### config.mk
export PLATFORM = sky130hd
export DESIGN_NAME = blinds_motor_ctrl
export DESIGN_NICKNAME = d
export VERILOG_FILES = /design/src/rtl/blinds_motor_ctrl.sv
export SDC_FILE = /design/constraint.sdc
export NUM_CORES = 1
export LEC_CHECK = 0
export CAP_MARGIN = 20
export CORE_MARGIN = 4
export CORE_UTILIZATION = 50
export DETAILED_ROUTE_END_ITERATION = 16
export PLACE_DENSITY = 0.75
export SLEW_MARGIN = 30
export SYNTH_ARGS = -nofsm -noshare
export SYNTH_HDL_FRONTEND = slang
export SYNTH_SLANG_ARGS = --single-unit
### constraint.sdc
create_clock -name clk -period 3.5 [get_ports clk]
set_input_delay 0.7 -clock clk [delete_from_list [all_inputs] [get_ports clk]]
set_output_delay 0.7 -clock clk [all_outputs]
set_load 0.1 [all_outputs]
### src/rtl/blinds_motor_ctrl.sv
// Roller-blind motor controller: accepts a level request, drives the motor
// toward the target position with a step prescaler and an emergency stop.
// Ports:
//   clk, rst_n            clock, async active-low reset
//   req_valid/req_level   level request (00/01/10/11), req_ready handshake
//   stop                  emergency stop, level sensitive
//   motor_up/motor_down   motor drive, busy = either
//   position              tracked blind position, 0 = closed
//   done/aborted          one-cycle completion / stop-halt pulses
module blinds_motor_ctrl #(
    parameter int STEPS_PER_QUARTER = 4,
    parameter int MOVE_DIV          = 8,
    localparam int POS_W = $clog2(4*STEPS_PER_QUARTER+1)
) (
    input  logic             clk,
    input  logic             rst_n,
    input  logic             req_valid,
    input  logic [1:0]       req_level,
    output logic             req_ready,
    input  logic             stop,
    output logic             motor_up,
    output logic             motor_down,
    output logic [POS_W-1:0] position,
    output logic             busy,
    output logic             done,
    output logic             aborted
);

    localparam int PW = $clog2(MOVE_DIV);

    typedef enum logic [1:0] {
        IDLE,
        MOVE_UP,
        MOVE_DOWN,
        HALT
    } state_t;

    state_t           state, state_n;
    logic [POS_W-1:0] pos_q, pos_n;
    logic [POS_W-1:0] tgt_q, tgt_n;
    logic [POS_W-1:0] req_tgt;
    logic [POS_W-1:0] pos_step;
    logic [PW-1:0]    presc_q, presc_n;
    logic             done_q, done_n;
    logic             aborted_q, aborted_n;
    logic             wrap;

    // Fully open is four quarters, not three.
    always_comb begin
        req_tgt = '0;
        unique case (req_level)
            2'b00:   req_tgt = '0;
            2'b01:   req_tgt = POS_W'(STEPS_PER_QUARTER);
            2'b10:   req_tgt = POS_W'(2*STEPS_PER_QUARTER);
            default: req_tgt = POS_W'(4*STEPS_PER_QUARTER);
        endcase
    end

    assign wrap     = (presc_q == PW'(MOVE_DIV-1));
    assign pos_step = (state == MOVE_UP) ? pos_q + POS_W'(1)
                                         : pos_q - POS_W'(1);

    always_comb begin
        state_n   = state;
        pos_n     = pos_q;
        tgt_n     = tgt_q;
        presc_n   = presc_q;
        done_n    = 1'b0;
        aborted_n = 1'b0;
        unique case (state)
            IDLE: begin
                if (req_valid && req_ready) begin
                    tgt_n   = req_tgt;
                    presc_n = '0;
                    if (req_tgt > pos_q)
                        state_n = MOVE_UP;
                    else if (req_tgt < pos_q)
                        state_n = MOVE_DOWN;
                    else
                        done_n = 1'b1;
                end
            end
            MOVE_UP, MOVE_DOWN: begin
                // stop wins over a step landing on the same edge
                if (stop) begin
                    state_n   = HALT;
                    presc_n   = '0;
                    aborted_n = 1'b1;
                end else if (wrap) begin
                    presc_n = '0;
                    pos_n   = pos_step;
                    if (pos_step == tgt_q) begin
                        state_n = IDLE;
                        done_n  = 1'b1;
                    end
                end else begin
                    presc_n = presc_q + PW'(1);
                end
            end
            HALT: begin
                if (!stop)
                    state_n = IDLE;
            end
            default: state_n = IDLE;
        endcase
    end

    always_ff @(posedge clk or negedge rst_n) begin
        if (!rst_n) begin
            state     <= IDLE;
            pos_q     <= '0;
            tgt_q     <= '0;
            presc_q   <= '0;
            done_q    <= 1'b0;
            aborted_q <= 1'b0;
        end else begin
            state     <= state_n;
            pos_q     <= pos_n;
            tgt_q     <= tgt_n;
            presc_q   <= presc_n;
            done_q    <= done_n;
            aborted_q <= aborted_n;
        end
    end

    assign req_ready  = (state == IDLE) && !stop;
    assign motor_up   = (state == MOVE_UP);
    assign motor_down = (state == MOVE_DOWN);
    assign busy       = motor_up | motor_down;
    assign position   = pos_q;
    assign done       = done_q;
    assign aborted    = aborted_q;

endmodule

### Yosys cells after proc, flatten, opt, wreduce, memory -nomap -nowiden

Cells that the tools add are included.

| word-level totals | value |
|---|---|
| bits in registers | 17 |
| input bits | 6 |
| output and inout port bits | 11 |
| logic and storage cells | 59 |

| operators by class | value |
|---|---|
| add/subtract/negate cells | 3 |
| magnitude comparators | 2 |
| equal/unequal tests | 12 |
| muxes and demuxes | 23 |
| bitwise operators | 2 |
| reduce and logical (&&, ||, !) cells | 11 |

Operators with widths:

| operator | number |
|---|---|
| 5-bit case mux with 3 select lines | 1 |
| 2-bit two-way mux | 7 |
| 3-bit two-way mux | 3 |
| 3-bit != test, second input constant | 3 |
| 1-bit two-way mux | 8 |
| 2-bit == test, second input constant | 3 |
| 2-bit case mux with 3 select lines | 1 |
| 3-bit case mux with 2 select lines | 1 |
| 5-bit by 1-bit adder with 5-bit output, second input constant | 1 |
| 5-bit == test | 1 |
| 5-bit greater-than comparator | 1 |
| 5-bit < comparator | 1 |
| 5-bit two-way mux | 1 |
| 5-bit AND reduction | 1 |
| 5-bit by 1-bit subtractor with 5-bit output, second input constant | 1 |
| 2-bit by 1-bit == test with 1-bit output, second input constant | 2 |
| 2-bit logical NOT | 2 |
| 2-bit != test, second input constant | 2 |
| 2-bit AND reduction | 2 |
| 3-bit by 1-bit adder with 3-bit output, second input constant | 1 |
| 3-bit == test, second input constant | 1 |
| 3-bit AND reduction | 1 |
| 1-bit logical AND | 2 |
| 1-bit case mux with 2 select lines | 1 |
| other kinds (5) | 5 |

### Depth between registers and ports, before layout

Gate-level depths: netlist of run 1.

| depth | value |
|---|---|
| depth in word-level cells | 7 |
| depth in mapped cells | 9 |
| depth with buffers taken out | 9 |

### Least setup slack after synthesis of run 1

Ideal clock, no wire load.

| timing path | value |
|---|---|
| kind | reg2reg |
| start point | reg state[1] |
| end point | reg state[1] |
| library setup time | 125 ps |
| arrival time | 3351 ps |
| data required time | 3375 ps |
| setup slack | 24 ps |
| cell stages (with the launch flop) | 10 |
| buffers on the path | 0 |
| clock period less this slack | 3476 ps |
| cells stage by stage | dfrtp_1 > inv_1 > ha_1 > bufinv_8 > fa_1 > a21o_1 > a21oi_4 > xnor3_1 > a41o_2 > mux2_4 |

| on the way | value |
|---|---|
| word-level cells in the longest chain between the ends | 5 |
| elaborated cells between the ends (all ways) | 16 |
| those cells by class | eq/ne (9); mux (2); reduce/logical (5) |

Ends and longest elaborated chain:

| item | line | source |
|---|---|---|
| start: declaration | 38 | `state_t state, state_n;` |
| start signal: assignment | 117 | `state <= state_n;` |
| 2-bit by 1-bit == test with 1-bit output (*) | - |  |
| via motor_up | 21 | `output logic motor_up,` |
| 5-bit two-way mux | 60 | `assign pos_step = (state == MOVE_UP) ? pos_q + POS_W'(1)` |
| 5-bit == test | 92 | `if (pos_step == tgt_q) begin` |
| 3-bit != test (no line) | - |  |
| 5-bit AND reduction (no line) | - |  |

The timed path passes the listed nets; every way through them passes the cells marked *.
A chain may end at the register's enable or synchronous reset.

### Final worst setup path of run 1

| timing path | value |
|---|---|
| start point | reg state[1] |
| end point | reg state[1] |

| on the way | value |
|---|---|
| word-level cells in the longest chain between the ends | 5 |
| elaborated cells between the ends (all ways) | 16 |
| those cells by class | eq/ne (9); mux (2); reduce/logical (5) |

Ends and longest elaborated chain:

| item | line |
|---|---|
| 2-bit by 1-bit == test with 1-bit output / 2-bit logical NOT (equally long branches) | 60, 70, 126 |
| 5-bit two-way mux / 1-bit logical AND (equally long branches) | 60, 126 |
| 5-bit == test / 1-bit logical AND (equally long branches) | 92, 72 |
| 3-bit != test (no line) / 2-bit != test (equally long branches) | - |
| 5-bit AND reduction (no line) | - |

Several ways; a longest one is shown, not always the timed one.

==> impl_table.tex, run 1 <==
\begin{tabular}{lr}
\hline
Metric & Value \\
\hline
\multicolumn{2}{l}{\textbf{Synth}} \\
Top cells by area, synth & sky130\_fd\_sc\_hd\_\_dfrtp\_1 (34\%), sky130\_fd\_sc\_hd\_\_ha\_1 (17\%), sky130\_fd\_sc\_hd\_\_xnor2\_1 (6.4\%) \\
Post-Synthesis Mean Instance Area & 10.6 um\^{}2 \\
Area fraction of the dominant cell type after synthesis & 34.3\% \\
Number of distinct standard cells referenced by the synthesized netlist & 33 \\
Count of flip-flops with a built-in enable after synthesis & 0 \\
Total of warnings raised by yosys & 0 \\
Cell types with the highest counts after synthesis & sky130\_fd\_sc\_hd\_\_dfrtp\_1 (15), sky130\_fd\_sc\_hd\_\_ha\_1 (15), sky130\_fd\_sc\_hd\_\_nand2\_1 (10), sky130\_fd\_sc\_hd\_\_inv\_1 (8), sky130\_fd\_sc\_hd\_\_xnor2\_1 (8) \\
Dominant register cell in the synthesized netlist & sky130\_fd\_sc\_hd\_\_dfrtp\_1 \\
Nets in the synthesized netlist & 125 \\
Async set-reset flop share out of synthesis & 100\% \\
Flip-flop and latch count after synthesis & 15 \\
Count of mapped cells out of synthesis & 103 \\
Synth area leader & sky130\_fd\_sc\_hd\_\_dfrtp\_1 \\
Sequential cell area fraction in the yosys report & 34.3\% \\
Post-synth design cell area & 1090 um\^{}2 \\
\multicolumn{2}{l}{\textbf{Drt}} \\
Antenna Nets Post-Route & 0 \\
Sum of met3 wire segment lengths after detailed routing & 104 um \\
Mean number of vias per cell & 5.41 \\
Number of iterations in the first detailed-routing pass & 4 \\
Iter 0 DRT Violations & 27 \\
Metal2 WL & 896 um \\
Post-route met1 wirelength & 1.09 mm \\
Count of unresolved DRC violations after routing & 0 \\
Overall via count from detail\_route & 811 \\
Routed WL per cell & 14.1 um \\
Top layer used by detailed routing & met4 \\
Overall routed net length & 2.11 mm \\
\multicolumn{2}{l}{\textbf{Floorplanning}} \\
Top-level I/O count & 17 \\
Y dimension of the die & 54.8 um \\
Initial Util & 54.1\% \\
Floorplan Core Area & 2020 um\^{}2 \\
Die Area & 3000 um\^{}2 \\
Number of standard-cell rows in the floorplan & 16 \\
Die Wd & 54.8 um \\
\multicolumn{2}{l}{\textbf{STA}} \\
Worst slew margin relative to its limit & 35.4\% \\
Endpoints failing setup & 0 \\
Max-slew violation count & 0 \\
Worst Clk Skew & 0.00967 ns \\
Post-route clock period utilization & 82.9\% \\
Pin slew with the least headroom to its limit & 0.967 ns \\
Final-layout setup total negative slack & 0 ns \\
Maximum clock frequency & 0.345 GHz \\
Final Hold Violating Endpoints & 0 \\
Minimum clock period & 2.90 ns \\
Setup repair after global routing missed its margin & false \\
\multicolumn{2}{l}{\textbf{Clocking}} \\
Number of hold buffers added after cts & 0 \\
Setup fix buffers added after clock tree synthesis & 0 \\
Clock tree sinks & 15 \\
Number of gates given a new drive strength after cts & 0 \\
H-tree depth & 1 \\
Clock root buffer & sky130\_fd\_sc\_hd\_\_clkbuf\_4 \\
Clock latency reported for the late side of the worst-skew pair & 0.29 ns \\
Cts bufs inserted & 3 \\
Clock tree buffer depth & 2 \\
CTS tree & done \\
Clock slew seen by the registers of the worst setup and hold paths & 0.10 ns \\
\multicolumn{2}{l}{\textbf{Global route}} \\
Global-route wire length before repair & 3.55 mm \\
Overall Global Routing Usage & 16.9\% \\
Pin count of the biggest net entering global routing & 16 \\
Vias in the first global route & 783 \\
Total grt overflow & 0 \\
Antenna violations before repair & 0 \\
\multicolumn{2}{l}{\textbf{Layout}} \\
Number of filler instances in the final layout & 163 \\
Count of nets after finishing & 146 \\
Fraction of layout cells with a size suffix above 1 & 15.4\% \\
Area of all sequential standard cells & 375 um\^{}2 \\
Area of the multi-input gates & 671 um\^{}2 \\
Antenna diode count & 0 \\
Layout area overhead & 18.9\% \\
\multicolumn{2}{l}{\textbf{Outcome}} \\
Status & finished clean \\
\multicolumn{2}{l}{\textbf{Place}} \\
Port Buffer Count & 16 \\
Gp weighted congestion & 0.769 \\
HPWL after detailed placement & 1.68 mm \\
\multicolumn{2}{l}{\textbf{Min path}} \\
Cells on Worst Hold Path & 1 \\
Hold path start & presc\_q[1] \\
Capture endpoint of the worst hold path & presc\_q[1] \\
Worst hold path type & register to register \\
\multicolumn{2}{l}{\textbf{Worst setup path}} \\
Reg2reg path depth & 9 \\
Signal arrival time at the worst endpoint & 3.09 ns \\
Crit. End Element & register \\
Worst R2R End & state[1] \\
Startpoint type of the worst setup path & register \\
Critical-path maximum fanout & 5 \\
Type of the setup path with the least slack & register to register \\
RR Startpoint & state[1] \\
Required time at the worst-slack endpoint & 3.69 ns \\
Setup slack on the worst flop-to-flop path & 0.60 ns \\
Start point of the critical path & state[1] \\
\multicolumn{2}{l}{\textbf{Run}} \\
Max-capacitance violation count & 0 \\
\hline
\end{tabular}
-- how the worst max path moves through the flow --
| stage | endpoint |
|---|---|
| 3_3_place_gp | state[1] |
| 4_1_cts | state[1] |
| 3_5_place_dp | state[1] |
| 2_1_floorplan | state[1] |
| 6_report | state[1] |
| 5_1_grt | state[1] |
-- per-layer routing --
metal	vias up	GRT usage [%]
li1	400	-
met1	381	24.5
met2	26	24.6
met3	4	4.09
met4	0	4.98
met5	-	0
-- stage by stage --
stage          hold WS (ns)  setup WS, ns  util [%]  cell area (um^2)  cells
2_1_floorplan         0.404        0.0240         -              1090    103
3_3_place_gp          0.491         0.589      62.9              1270    146
3_5_place_dp          0.506         0.491      62.9              1270    146
4_1_cts               0.528         0.613      64.3              1300    150
5_1_grt               0.545         0.521      64.3              1300    150
6_report              0.526         0.597      64.3              1300    150
-- sequential cells by signal, indices dropped and copies added (netlist names) --
register,cells
aborted,1
done,1
position,5
presc_q,3
state,2
tgt_q,3
-- area by class of cell --
cell class              count  share of cell area (%)
well taps                  27                    2.60
clock inverters             1                   0.385
multi-input cells          79                    51.6
inverters                   9                    3.66
clock buffers               3                    1.73
flip-flops and latches     15                    28.9
repair buffers             16                    11.2
-- critical path, cell delays in order (launching register included) --
cell	delay [ns]
sky130_fd_sc_hd__dfrtp_1	0.45
sky130_fd_sc_hd__inv_1	0.12
sky130_fd_sc_hd__ha_1	0.25
sky130_fd_sc_hd__bufinv_8	0.22
sky130_fd_sc_hd__fa_1	0.45
sky130_fd_sc_hd__a21o_1	0.20
sky130_fd_sc_hd__a21oi_4	0.17
sky130_fd_sc_hd__xnor3_1	0.36
sky130_fd_sc_hd__a41o_2	0.29
sky130_fd_sc_hd__mux2_4	0.29
-- placed cells by master, fill, tap and decap left out, types with 2 or more instances in the layout --
cell type / Yosys / layout
sky130_fd_sc_hd__xnor2_1: 8 / 8
sky130_fd_sc_hd__inv_1: 8 / 8
sky130_fd_sc_hd__nand2_1: 10 / 10
sky130_fd_sc_hd__dfrtp_1: 15 / 15
sky130_fd_sc_hd__a21oi_1: 4 / 4
sky130_fd_sc_hd__a22o_1: 2 / 2
sky130_fd_sc_hd__o21ai_0: 5 / 5
sky130_fd_sc_hd__clkbuf_4: 0 / 3
sky130_fd_sc_hd__mux2_2: 4 / 4
sky130_fd_sc_hd__ha_1: 15 / 15
sky130_fd_sc_hd__and2_1: 2 / 2
sky130_fd_sc_hd__nor2_1: 2 / 2
sky130_fd_sc_hd__nand3_1: 3 / 3
sky130_fd_sc_hd__a21o_1: 2 / 2
sky130_fd_sc_hd__clkdlybuf4s50_1: 0 / 10
sky130_fd_sc_hd__buf_4: 0 / 6
sky130_fd_sc_hd__nor2b_1: 4 / 4
-- logic make-up (layout without fill, tap and decap cells) --
logic type,count (synthesis),after routing,share of synthesized area [%]
flops,15,15,34.3
compound gates,20,20,12.8
xor+xnor,10,10,9.27
buf+inv,9,29,4.35
simple gates,27,27,13.8
fa+ha+maj,16,16,19.0
mux,6,6,6.41
Power of run 1 is left out: the tool's default activity adds up to more than one toggle a clock period on the data nets, which glitch-free logic cannot reach.
==> run 2, diff against run 1 <==
CORE_UTILIZATION = 47   (was 50)
PLACE_DENSITY = 0.74   (was 0.75)
clock period = 2.5 ns   (was 3.5 ns; I/O delays follow)
==> run 2 against run 1 <==
Clock skew fell by 0.0046 ns. Design area up 6.2%. Routed wire length is 0.85% higher. First-iteration DRC count down 56%. Worst hold slack got worse by 0.0022 ns. Sequential share of layout area is 1.4 points lower. Critical path depth unchanged. Worst setup slack worse by 0.49 ns. Die area up 5.4%. Cell count is 5.3% higher. Non-clock buffer count rose by 7. Core utilization is 1.9 points lower. Largest cell class unchanged.
==> impl_table.tex, run 2 (synthesis gave the netlist of run 1 again) <==
\begin{tabular}{lr}
\hline
Metric & Value \\
\hline
\multicolumn{2}{l}{\textbf{Layout}} \\
Layout area overhead & 26.2\% \\
Finished Layout Cells & 158 (+5.3\%) \\
Most common cell after layout, fill and taps aside & sky130\_fd\_sc\_hd\_\_buf\_4 \\
Number of flip-flops in the largest register & 5 (unchanged) \\
Util after Layout & 62.4\% (-1.9 points) \\
Count of nets after finishing & 153 (+4.8\%) \\
Fraction of layout cells with a size suffix above 1 & 28.5\% (+13 points) \\
Antenna diode count & 0 (unchanged) \\
Highest-count cells in the layout ignoring fill and taps & sky130\_fd\_sc\_hd\_\_buf\_4 (16), sky130\_fd\_sc\_hd\_\_ha\_1 (14), sky130\_fd\_sc\_hd\_\_dfrtp\_1 (12) \\
\multicolumn{2}{l}{\textbf{STA}} \\
Endpoints failing setup & 0 (unchanged) \\
Final Hold Violating Endpoints & 0 (unchanged) \\
Maximum clock frequency & 0.417 GHz (+21\%) \\
Worst Clk Skew & 0.00504 ns (-0.00462 ns) \\
Pin slew with the least headroom to its limit & 0.666 ns (-0.300 ns) \\
WHS & 0.523 ns (-0.00225 ns) \\
Worst slew margin relative to its limit & 55.4\% (+20 points) \\
Post-route clock period utilization & 95.8\% (+13 points) \\
Final-layout setup total negative slack & 0 ns (unchanged) \\
Max-slew violation count & 0 (unchanged) \\
Setup repair after global routing missed its margin & false \\
Minimum clock period & 2.40 ns (-0.507 ns) \\
\multicolumn{2}{l}{\textbf{Drt}} \\
Overall via count from detail\_route & 821 (+1.2\%) \\
Count of unresolved DRC violations after routing & 0 (unchanged) \\
Overall routed net length & 2.13 mm (+0.85\%) \\
Mean number of vias per cell & 5.20 (-3.9\%) \\
Iter 0 DRT Violations & 12 (-56\%) \\
Antenna Nets Post-Route & 0 (unchanged) \\
Number of iterations in the first detailed-routing pass & 4 (unchanged) \\
Routed WL per cell & 13.5 um (-4.3\%) \\
\multicolumn{2}{l}{\textbf{Global route}} \\
Vias in the first global route & 787 (+0.51\%) \\
Global-route wire length before repair & 3.62 mm (+1.9\%) \\
Total grt overflow & 0 (unchanged) \\
Antenna violations before repair & 0 (unchanged) \\
Pin count of the biggest net entering global routing & 16 (unchanged) \\
Overall Global Routing Usage & 14.5\% (-2.4 points) \\
\multicolumn{2}{l}{\textbf{Floorplanning}} \\
Number of standard-cell rows in the floorplan & 17 (+1) \\
Floorplan Core Area & 2210 um\^{}2 (+9.4\%) \\
Initial Util & 49.4\% (-4.6 points) \\
Die Area & 3160 um\^{}2 (+5.4\%) \\
Y dimension of the die & 56.2 um (+2.7\%) \\
Die Wd & 56.2 um (+2.7\%) \\
Top-level I/O count & 17 (unchanged) \\
\multicolumn{2}{l}{\textbf{Place}} \\
Port Buffer Count & 16 (unchanged) \\
HPWL after detailed placement & 1.73 mm (+3.1\%) \\
Gp weighted congestion & 0.815 (+6.1\%) \\
Number of placed instances with taps included & 152 (+4.1\%) \\
\multicolumn{2}{l}{\textbf{Worst setup path}} \\
RR Startpoint & state[1] \\
Setup slack on the worst flop-to-flop path & 0.10 ns (-0.49 ns) \\
Startpoint type of the worst setup path & register \\
Chain of cells forming the critical path & inv\_2 -> ha\_4 -> inv\_8 -> fa\_2 -> a21o\_1 -> a21oi\_4 -> xnor3\_1 -> a41o\_2 -> mux2\_4 \\
Worst R2R End & state[1] \\
Master of the slowest instance on the critical path & sky130\_fd\_sc\_hd\_\_dfrtp\_1 \\
Signal arrival time at the worst endpoint & 2.57 ns (-0.52 ns) \\
Required time at the worst-slack endpoint & 2.68 ns (-1.01 ns) \\
Reg2reg path depth & 9 (unchanged) \\
Max incr delay on CP & 0.40 ns (-0.05 ns) \\
Type of the setup path with the least slack & register to register \\
Critical-path maximum fanout & 5 (unchanged) \\
Crit. End Element & register \\
\multicolumn{2}{l}{\textbf{Clocking}} \\
Clock latency reported for the late side of the worst-skew pair & 0.28 ns (about the same) \\
Cts bufs inserted & 3 (unchanged) \\
CTS tree & done \\
Clock tree buffer depth & 2 (unchanged) \\
Clock root buffer & sky130\_fd\_sc\_hd\_\_clkbuf\_4 \\
Number of hold buffers added after cts & 0 (unchanged) \\
H-tree depth & 1 (unchanged) \\
Clock tree sinks & 15 (unchanged) \\
Clock slew seen by the registers of the worst setup and hold paths & 0.09 ns (about the same) \\
\multicolumn{2}{l}{\textbf{Min path}} \\
Worst hold path type & register to register \\
Hold path start & presc\_q[1] \\
Capture endpoint of the worst hold path & presc\_q[1] \\
Cells on Worst Hold Path & 1 (unchanged) \\
\multicolumn{2}{l}{\textbf{Run}} \\
Max-capacitance violation count & 0 (unchanged) \\
\multicolumn{2}{l}{\textbf{Outcome}} \\
Status & finished clean \\
\hline
\end{tabular}
==> run 2: through the flow <==
step	cell area [um^2]	worst slack (ns)
after floorplan	1110	-0.125
final	1380	0.104
after detailed placement	1340	-0.191
after global routing	1380	0.0188
after global placement	1340	-0.0929
after CTS	1360	0.0457
==> run 2: area by class of cell <==
type,count,area (um^2)
fill,186,832
multi-input combinational,79,688
sequential,15,379
timing repair buffer,23,210
inverter,9,41.3
tap,28,35.0
clock buffer,4,26.3
==> run 2: per-layer routing <==
metal / up-vias / part of all wire (%) / global-route usage, %
li1: 412 / - / -
met1: 392 / 47 / 19.2
met2: 17 / 49 / 23.9
met3: 0 / 4.2 / 3.02
met4: 0 / 0 / 4.07
met5: - / 0 / 0
==> run 2: worst max-delay path: cells and delay by family (launching register included) <==
kind,cells,cell delay [ns]
AO/OA/AOI/OAI,3,0.64
buffers and inverters,2,0.13
adder cells (fa/ha/maj),2,0.57
flip-flops,1,0.40
XOR/XNOR,1,0.26
multiplexers,1,0.29
==> run 2: repair_timing <==
action	in CTS	in global routing
setup buffers	0	2
endpoints found under the hold margin	0	0
setup endpoints to repair	0	1
resized for setup	0	1
==> run 2: how the worst max path moves through the flow <==
| stage | from | end | slack [ns] | cells after the start |
|---|---|---|---|---|
| detailed placement | req_level[0] | state[1] | -0.19 | 9 |
| finish | state[1] | state[1] | 0.10 | 9 |
| floorplan | position[2] | state[1] | -0.13 | 6 |
| global placement | req_level[0] | state[1] | -0.09 | 9 |
| global route | state[1] | state[1] | 0.02 | 9 |
| CTS | state[1] | state[1] | 0.05 | 9 |
Power of run 2 is left out for the same reason.
==> run 3, diff against run 2 <==
CELL_PAD_IN_SITES_DETAIL_PLACEMENT = 1   (was unset)
CELL_PAD_IN_SITES_GLOBAL_PLACEMENT = 2   (was unset)
CORE_UTILIZATION = 30   (was 47)
HOLD_SLACK_MARGIN = 0.1   (was unset)
PLACE_DENSITY = unset   (was 0.74)
PLACE_DENSITY_LB_ADDON = 0.1   (was unset)
==> run 3 against run 2 <==
Worst hold slack worse by 0.011 ns. Worst setup slack got worse by 0.029 ns. Die area rose by 48%. First-iteration DRC count fell by 50%.
==> impl_table.tex, run 3 (synthesis gave the netlist of run 1 again) <==
\begin{tabular}{lr}
\hline
Metric & Value \\
\hline
\multicolumn{2}{l}{\textbf{Layout}} \\
Most common cell after layout, fill and taps aside & sky130\_fd\_sc\_hd\_\_buf\_4 \\
Count of nets after finishing & 159 (+3.9\%) \\
Number of flip-flops in the largest register & 5 (unchanged) \\
Fraction of layout cells with a size suffix above 1 & 31.6\% (+3.2 points) \\
Highest-count cells in the layout ignoring fill and taps & sky130\_fd\_sc\_hd\_\_buf\_4 (22), sky130\_fd\_sc\_hd\_\_ha\_1 (14), sky130\_fd\_sc\_hd\_\_dfrtp\_1 (13) \\
Layout area overhead & 32.7\% \\
Antenna diode count & 0 (unchanged) \\
\multicolumn{2}{l}{\textbf{STA}} \\
Pin slew with the least headroom to its limit & 0.687 ns (+0.0205 ns) \\
Minimum clock period & 2.42 ns (+0.0291 ns) \\
Maximum clock frequency & 0.412 GHz (-1.2\%) \\
Max-slew violation count & 0 (unchanged) \\
Final-layout setup total negative slack & 0 ns (unchanged) \\
Worst slew margin relative to its limit & 54.1\% (-1.4 points) \\
Post-route clock period utilization & 97.0\% (+1.2 points) \\
Final Hold Violating Endpoints & 0 (unchanged) \\
Worst Clk Skew & 0.00627 ns (+0.00123 ns) \\
Endpoints failing setup & 0 (unchanged) \\
\multicolumn{2}{l}{\textbf{Clocking}} \\
Clock slew seen by the registers of the worst setup and hold paths & 0.09 ns (about the same) \\
Clock latency reported for the late side of the worst-skew pair & 0.28 ns (about the same) \\
Clock tree sinks & 15 (unchanged) \\
H-tree depth & 1 (unchanged) \\
Clock tree buffer depth & 2 (unchanged) \\
Number of hold buffers added after cts & 0 (unchanged) \\
CTS tree & done \\
Clock root buffer & sky130\_fd\_sc\_hd\_\_clkbuf\_4 \\
Cts bufs inserted & 3 (unchanged) \\
\multicolumn{2}{l}{\textbf{Drt}} \\
Iter 0 DRT Violations & 6 (-6) \\
Routed WL per cell & 14.5 um (+7.9\%) \\
Number of iterations in the first detailed-routing pass & 3 (-1) \\
Overall routed net length & 2.65 mm (+24\%) \\
Antenna Nets Post-Route & 0 (unchanged) \\
Overall via count from detail\_route & 852 (+3.8\%) \\
Mean number of vias per cell & 4.68 (-9.9\%) \\
Count of unresolved DRC violations after routing & 0 (unchanged) \\
\multicolumn{2}{l}{\textbf{Place}} \\
Port Buffer Count & 16 (unchanged) \\
Gp weighted congestion & 0.729 (-11\%) \\
HPWL after detailed placement & 2.13 mm (+23\%) \\
\multicolumn{2}{l}{\textbf{Floorplanning}} \\
Initial Util & 32.0\% (-17 points) \\
Die Area & 4680 um\^{}2 (+48\%) \\
Y dimension of the die & 68.4 um (+22\%) \\
Number of standard-cell rows in the floorplan & 21 (+4) \\
Floorplan Core Area & 3420 um\^{}2 (+54\%) \\
Top-level I/O count & 17 (unchanged) \\
Die Wd & 68.4 um (+22\%) \\
\multicolumn{2}{l}{\textbf{Worst setup path}} \\
Crit. End Element & register \\
Type of the setup path with the least slack & register to register \\
Setup slack on the worst flop-to-flop path & 0.08 ns (-0.03 ns) \\
Startpoint type of the worst setup path & register \\
Critical-path maximum fanout & 5 (unchanged) \\
Signal arrival time at the worst endpoint & 2.59 ns (+0.02 ns) \\
Required time at the worst-slack endpoint & 2.66 ns (-0.02 ns) \\
\multicolumn{2}{l}{\textbf{Outcome}} \\
Status & finished clean \\
\multicolumn{2}{l}{\textbf{Global route}} \\
Total grt overflow & 0 (unchanged) \\
Pin count of the biggest net entering global routing & 16 (unchanged) \\
Global-route wire length before repair & 4.62 mm (+27\%) \\
Antenna violations before repair & 0 (unchanged) \\
Vias in the first global route & 958 (+22\%) \\
Overall Global Routing Usage & 13.5\% (-0.98 points) \\
\multicolumn{2}{l}{\textbf{Min path}} \\
Worst hold path type & register to register \\
\multicolumn{2}{l}{\textbf{Run}} \\
Max-capacitance violation count & 0 (unchanged) \\
\hline
\end{tabular}
run 3: cell count changes in the layout (fill, tap and decap cells not counted):
cell	change
sky130_fd_sc_hd__buf_4	+6
sky130_fd_sc_hd__dfrtp_1	+1
sky130_fd_sc_hd__dfrtp_2	-1
sky130_fd_sc_hd__nor3b_1	-1
sky130_fd_sc_hd__nor3b_2	+1
run 3: metrics by stage:
stage | cell area, um^2 | setup WS, ns | utilization (%) | std cells | hold WS, ns
CTS | 1420 | 0.00380 | 41.5 | 178 | 0.522
detailed placement | 1380 | -0.280 | 40.3 | 172 | 0.494
global placement | 1380 | -0.199 | 40.3 | 172 | 0.491
floorplan | 1110 | -0.125 | - | 103 | 0.204
finish | 1450 | 0.0752 | 42.5 | 182 | 0.512
global route | 1450 | -0.00256 | 42.5 | 182 | 0.564
run 3: layout make-up:
cell class | count | area (um^2)
well taps | 46 | 57.6
clock buffers | 4 | 26.3
multi-input cells | 79 | 693
fillers | 396 | 1960
repair buffers | 29 | 255
flip-flops and latches | 15 | 378
inverters | 9 | 41.3
run 3: layer usage:
| layer | part of all wire, % | global-route usage [%] | vias up |
|---|---|---|---|
| li1 | - | - | 421 |
| met3 | 3.1 | 2.13 | 2 |
| met5 | 0 | 0 | - |
| met4 | 0.87 | 4.47 | 0 |
| met1 | 43 | 16.0 | 419 |
| met2 | 53 | 24.7 | 10 |
run 3: final timing paths:
check | cells after the start | end | from
min | 1 | presc_q[1] | presc_q[1]
max reg2reg | 9 | state[1] | state[1]
min in group asynchronous | 1 | position[3] | rst_n
max in group asynchronous | 1 | position[0] | rst_n
min reg2reg | 1 | presc_q[1] | presc_q[1]
max | 9 | state[1] | state[1]
run 3: critical path, stage by stage (launching register included):
cell and delay (ns):
sky130_fd_sc_hd__dfrtp_1 0.41, sky130_fd_sc_hd__inv_2 0.09, sky130_fd_sc_hd__ha_4 0.18, sky130_fd_sc_hd__inv_8 0.05, sky130_fd_sc_hd__fa_2 0.37, sky130_fd_sc_hd__a21o_1 0.22, sky130_fd_sc_hd__a21oi_4 0.13, sky130_fd_sc_hd__xnor3_1 0.27
sky130_fd_sc_hd__a41o_2 0.30, sky130_fd_sc_hd__mux2_4 0.30
run 3: timing repair:
item / in CTS / in global routing
pin swaps: 0 / 5
endpoints found under the setup margin: 1 / 2
endpoints found under the hold margin: 0 / 0
buffers inserted: 2 / 4
gates resized for setup: 0 / 1
Power of run 3 is left out for the same reason.
